File: src/rtl/hexdump_streamer.sv
// hexdump_streamer: reads a word range from a 1-cycle-latency buffer RAM and
// emits each word as readmemh-style text (8 lowercase hex digits + LF) over a
// valid/ready byte stream.
module hexdump_streamer #(
    parameter int unsigned ADDR_W = 9,
    parameter int unsigned DATA_W = 32
) (
    input  logic              clk,
    input  logic              rst_n,
    input  logic              start,
    input  logic              abort,
    input  logic [ADDR_W-1:0] base_addr,
    input  logic [ADDR_W:0]   word_cnt,
    output logic              busy,
    output logic              done,
    output logic              ram_re,
    output logic [ADDR_W-1:0] ram_radr,
    input  logic [DATA_W-1:0] ram_rdata,
    output logic [7:0]        tx_data,
    output logic              tx_valid,
    input  logic              tx_ready
);

    typedef enum logic [2:0] {
        S_IDLE     = 3'd0,
        S_RD_REQ   = 3'd1,
        S_RD_WAIT  = 3'd2,
        S_SEND_HEX = 3'd3,
        S_SEND_NL  = 3'd4,
        S_FIN      = 3'd5
    } state_t;

    state_t              state_q, state_d;
    logic [ADDR_W-1:0]   addr_q, addr_d;
    logic [ADDR_W:0]     rem_q, rem_d;
    logic [DATA_W-1:0]   shreg_q, shreg_d;
    logic [2:0]          nib_q, nib_d;

    logic                hs;
    logic [3:0]          nib_val;
    logic [7:0]          hex_char;

    // ASCII encoding of the leading nibble (lowercase a-f)
    always_comb begin
        nib_val  = shreg_q[DATA_W-1 -: 4];
        hex_char = (nib_val < 4'd10) ? (8'h30 + {4'h0, nib_val})
                                     : (8'h57 + {4'h0, nib_val});
    end

    // State and datapath registers
    always_ff @(posedge clk or negedge rst_n) begin
        if (!rst_n) begin
            state_q <= S_IDLE;
            addr_q  <= '0;
            rem_q   <= '0;
            shreg_q <= '0;
            nib_q   <= '0;
        end else begin
            state_q <= state_d;
            addr_q  <= addr_d;
            rem_q   <= rem_d;
            shreg_q <= shreg_d;
            nib_q   <= nib_d;
        end
    end

    // Next-state logic and Moore outputs
    always_comb begin
        state_d  = state_q;
        addr_d   = addr_q;
        rem_d    = rem_q;
        shreg_d  = shreg_q;
        nib_d    = nib_q;
        busy     = (state_q != S_IDLE);
        done     = 1'b0;
        ram_re   = 1'b0;
        ram_radr = addr_q;
        tx_valid = 1'b0;
        tx_data  = '0;
        hs       = 1'b0;

        unique case (state_q)
            S_IDLE: begin
                if (start) begin
                    addr_d  = base_addr;
                    rem_d   = word_cnt;
                    state_d = (word_cnt == '0) ? S_FIN : S_RD_REQ;
                end
            end
            S_RD_REQ: begin
                ram_re  = 1'b1;
                state_d = S_RD_WAIT;
            end
            S_RD_WAIT: begin
                shreg_d = ram_rdata;
                nib_d   = 3'd7;
                state_d = S_SEND_HEX;
            end
            S_SEND_HEX: begin
                tx_valid = 1'b1;
                tx_data  = hex_char;
                hs       = tx_ready;
                if (hs) begin
                    shreg_d = {shreg_q[DATA_W-5:0], 4'h0};
                    nib_d   = nib_q - 3'd1;
                    if (nib_q == 3'd0) begin
                        state_d = S_SEND_NL;
                    end
                end
            end
            S_SEND_NL: begin
                tx_valid = 1'b1;
                tx_data  = 8'h0A;
                hs       = tx_ready;
                if (hs) begin
                    addr_d  = addr_q + 1'b1;
                    rem_d   = rem_q - 1'b1;
                    state_d = (rem_q == {{ADDR_W{1'b0}}, 1'b1}) ? S_FIN : S_RD_REQ;
                end
            end
            S_FIN: begin
                done    = 1'b1;
                state_d = S_IDLE;
            end
            default: state_d = S_IDLE;
        endcase

        // abort wins over everything, including a handshake this cycle
        if (abort && (state_q != S_IDLE)) begin
            state_d = S_IDLE;
        end
    end

endmodule

File: config.mk
export PLATFORM = sky130hd
export DESIGN_NAME = hexdump_streamer
export DESIGN_NICKNAME = d
export VERILOG_FILES = /design/src/rtl/hexdump_streamer.sv
export SDC_FILE = /design/constraint.sdc
export NUM_CORES = 1
export LEC_CHECK = 0
export CAP_MARGIN = 25
export CORE_ASPECT_RATIO = 1.5
export CORE_MARGIN = 1.5
export CORE_UTILIZATION = 40
export DETAILED_ROUTE_END_ITERATION = 10
export PLACE_DENSITY = 0.67
export SLEW_MARGIN = 0
export SYNTH_ARGS = -nofsm -noshare
export SYNTH_HDL_FRONTEND = slang
export SYNTH_SLANG_ARGS = --single-unit
File: constraint.sdc
create_clock -name clk -period 4 [get_ports clk]
set_input_delay 0.4 -clock clk [delete_from_list [all_inputs] [get_ports clk]]
set_output_delay 0.4 -clock clk [all_outputs]
set_load 0.01 [all_outputs]
* Word-level counts from Yosys, hierarchy flattened *
Index checks and enable logic that the tools add are counted.

storage, ports and cells
  output and inout port bits = 21
  word-level logic and storage cells = 58
  input bits = 56
  bits in writable memories = 0
  memory bits (read-only) = 0
  bits in latches = 0
  register bits after elaboration = 57
  memories kept = 0

cells by class
  multipliers = 0
  divide/modulo/power cells = 0
  eq/ne operators = 13
  $add $sub $neg = 5
  reduce and logical (&&, ||, !) cells = 11
  shift operators = 0
  $lt $le $gt $ge = 1
  bitwise operators = 0
  mux-type cells = 23

operators with widths
  kind                                                  count
  case mux 32 bit (2 select lines)                      1
  2-to-1 mux 32 bit                                     1
  2-to-1 mux 3 bit                                      8
  2-to-1 mux 10 bit                                     2
  case mux 10 bit (2 select lines)                      1
  2-to-1 mux 9 bit                                      2
  case mux 9 bit (2 select lines)                       1
  case mux 8 bit (2 select lines)                       1
  case mux 3 bit (5 select lines)                       1
  inequality test 3 bit, second input constant          4
  equality test 10 x 1 -> 1 bit, second input constant  1
  logical NOT 10 bit                                    1
  subtractor 10 x 1 -> 10 bit, second input constant    1
  adder 9 x 1 -> 9 bit, second input constant           1
  adder 7 x 4 -> 8 bit, first input constant            1
  2-to-1 mux 8 bit                                      1
  adder 6 x 4 -> 7 bit, first input constant            1
  equality test 3 x 2 -> 1 bit, second input constant   2
  equality test 3 bit, second input constant            2
  logical NOT 3 bit                                     2
  inequality test 2 bit, second input constant          3
  case mux 3 bit (2 select lines)                       1
  < comparator 4 bit, second input constant             1
  AND reduction 4 bit                                   1
  9 further kinds                                       12

* Depth between registers and ports, before layout *
  depth after elaboration = 5
  depth in mapped cells = 7
  mapped depth without buffers = 7

* Worst setup path before layout *
No wires, ideal clock.

  kind = reg-to-output
  start = register state_q[0]
  end = output port tx_data[1]
  data required time = 3600 ps
  path buffers = 3
  data arrival time = 1516 ps
  cell stages (with the launch flop) = 6
  path slack = 2084 ps
  cells stage by stage = dfrtp_1 -> buf_6 -> clkbuf_1 -> clkbuf_1 -> nand2_1 -> o21ai_0

on the way
  word-level cells in the longest chain between the ends = 2
  elaborated cells between the ends (all ways) = 3

ends and longest elaborated chain
  what                                                                        RTL line  source
  from (decl)                                                                 33        state_t state_q, state_d;
  from (signal assigned)                                                      59        state_q <= state_d;
  equality test 3 bit / equality test 3 x 2 -> 1 bit (equally long branches)  82        unique case (state_q)
  case mux 8 bit (2 select lines) (*)                                         82
  to (decl)                                                                   19        output logic [7:0] tx_data,

Every way passes the cells marked *; elsewhere a longest branch is shown, timed or not.

* Final worst setup path *
  start = register state_q[0]
  end = output port tx_data[3]

The elaborated chain is that of the path after synthesis.

==> reports/metrics.cfg <==
[yosys]
yosysTopAreaCell=dfrtp_1
synth_top_flop_cell=dfrtp_1
synthAdderAreaFrac_pct=2.38
synth_mux_area_share_pct=0.317
synth.area.top_cells=dfrtp_1, o22ai_1, a21oi_1, o21ai_0, nand2_1
yosys.area_share.xor_xnor_pct=0.555
synth_top_area_share_pct=45.2
synth.cell_area_um2=3160
synth_top_family_by_area=compound AO/OA/AOI/OAI gates
yosys_warnings=0
ys_async_sr_fraction_pct=100
synth_compound_area_share_pct=31.8
synthCells=364
ys_seq_elements=57
avgSynthCellArea_um2=8.67
syn_nets=426
synth_edf_count=0
synth-seq-area-share_pct=45.2
ys_types=47
synth_simple_gate_area_share_pct=14.5

[setup_path]
cp_slowest_stage_delay_ns=0.83
cp-start-kind=flip-flop
arrival_ns=2.73
required_ns=3.60
crit_family=flip-flops
r2r_setup_slack_ns=1.59
worstReg2RegStart=state_q[0]
cp_cell_sequence=or3b_1 -> o21ai_0 -> clkdlybuf4s50_1
cp_max_fo=26
end_kind=output port
critPathBufInv=1
crit_slowest_cell=dfrtp_1
rr_endpoint=state_q[2]
reg2reg_depth=4
path_class=flip-flop to output port

[power]
irDropWorstVdd_v=0.000400
power.leakage_uw=0.00169
power_density_nw_per_um2=760
p_total_uw=3240

[detailed_routing]
routed_wl_mm=8.54
wire_per_inst_um=16.0
via_per_inst=5.83
first_iter_violations=180
drcViolationCount=0
ant_nets=0
routed-via-count=3108
drtPass1Iterations=4

[run]
maxCapViolations=0

[clocking]
cts_root_buffer=clkbuf_16
cts_buffers=9
cts.sinks=57
clock_path_buffers=2
clk_pin_slew_worst_paths_ns=0.05
cts_tree=yes
cts_setup_buffers=0
hold_buffers=0
ctsHtreeMaxLevel=3
cts_resized=0
insertion_delay_ns=0.33

[cells_and_area]
nNetsFinal=489
final_cell_mix=clkdlybuf4s50_1, dfrtp_1, o22ai_1
drive_gt1_share_pct=6.26
final_util_pct=55.9
diodes=0
final_common_cell=clkdlybuf4s50_1
area_delta_synth_final_pct=34.9
stdcell_area_um2=4260
n_fill_cell=744

[status]
status=complete, no violations

[global_route]
grt_pass1_vias=3038
antenna_found_initial=0
track_usage_pct=21.7
grt_max_degree=32
gr-total-overflow=0
grt_pass1_wl_mm=14.0

[timing]
maxSlewViolCount=0
finalSetupViolCount=0
hold_viol_final=0
worst_slew_pin_slew_ns=0.888
grt_setup_unrepaired=false
fin_crit_ns=3.13
fin_worst_skew_ns=0.00484
fmaxAchievable_ghz=0.319
finalCritPeriodShare_pct=78.4
timing.slew.headroom_pct=40.8
setup_slack_ns=0.866
fin_tns_setup_ns=0

[place]
placed_cell_area_um2=3960
gp_congestion=0.783
hpwl_mm=5.93
portBuffers=75
pre_cts_slack_ns=1.22

[die]
num_rows=39
start_util_pct=41.5
die_h_um=112
die_area_um2=8440
design.core.area_um2=7610
boundaryPins=77
die-width_um=75.5

[hold_path]
hp-class=primary input to async pin

## flip-flops by register name, indices dropped and copies added (netlist names)
name and count:
nib_q 3, ram_radr 9, shreg_q 32, state_q 3, rem_q 10
## cell usage after synthesis (all sizes together) (2+ instances only)
cell and n:
and2 3, dfrtp 57, nor3 12, nand4 3
a2bb2oi 6, o22ai 56, ha 6, a22o 4
o22a 3, a21o 3, or3 5, nand3 8
o221ai 2, nand2 26, a31oi 3, clkbuf 23
nor2 19, o21a 3, a22oi 5, buf 7
nand2b 2, nor4 2, or3b 3, xnor2 2
and3 4, o21ai 27, a21oi 47, nor3b 2
inv 8
## area by class of cell
type | instances | area (um2) | area share (%)
Clock buffer | 10 | 239 | 5.61
Clock inverter | 5 | 56.3 | 1.32
Inverter | 9 | 33.8 | 0.793
Multi-Input combinational cell | 268 | 1580 | 37.0
Sequential cell | 57 | 1430 | 33.5
Tap cell | 102 | 128 | 3.00
Timing Repair Buffer | 82 | 798 | 18.7
## metal layers
layer,wire (um),track usage [%]
met5,0,0
met4,241,10.2
met3,413,3.17
met2,4410,37.4
met1,3480,25.5
## worst max-delay path by stage
stage | startpoint | end | slack [ns] | cells past startpoint
finish | state_q[0] | tx_data[3] | 0.87 | 3
global route | state_q[0] | tx_data[3] | 0.67 | 3
CTS | state_q[0] | tx_data[3] | 0.87 | 3
detailed placement | state_q[0] | tx_data[3] | 1.22 | 3
global placement | state_q[0] | tx_data[3] | 1.29 | 3
floorplan | state_q[0] | tx_data[1] | 2.08 | 5
## power by group
part           total, uW  switching [uW]  leakage, uW  internal (uW)
Clock                757             264     0.000144            493
Combinational       1300             652     0.000886            643
Sequential          1180             320     0.000664            864
## cell families after synthesis
family,count (synthesis)
DFF,57
adders and majority gates,6
muxes,1
xor gates and xnor gates,2
and+or+nand+nor,93
buffers and inverters,39
other,1
AOI/OAI and AO/OA,165
## stage by stage
stage                     hold slack, ns  std cells
after floorplan                    0.104        364
after global placement             0.458        518
after detailed placement           0.453        518
after CTS                          0.109        533
after global routing               0.132        533
final                             0.0800        533
Note: power is estimated with default switching activity, not from simulation.
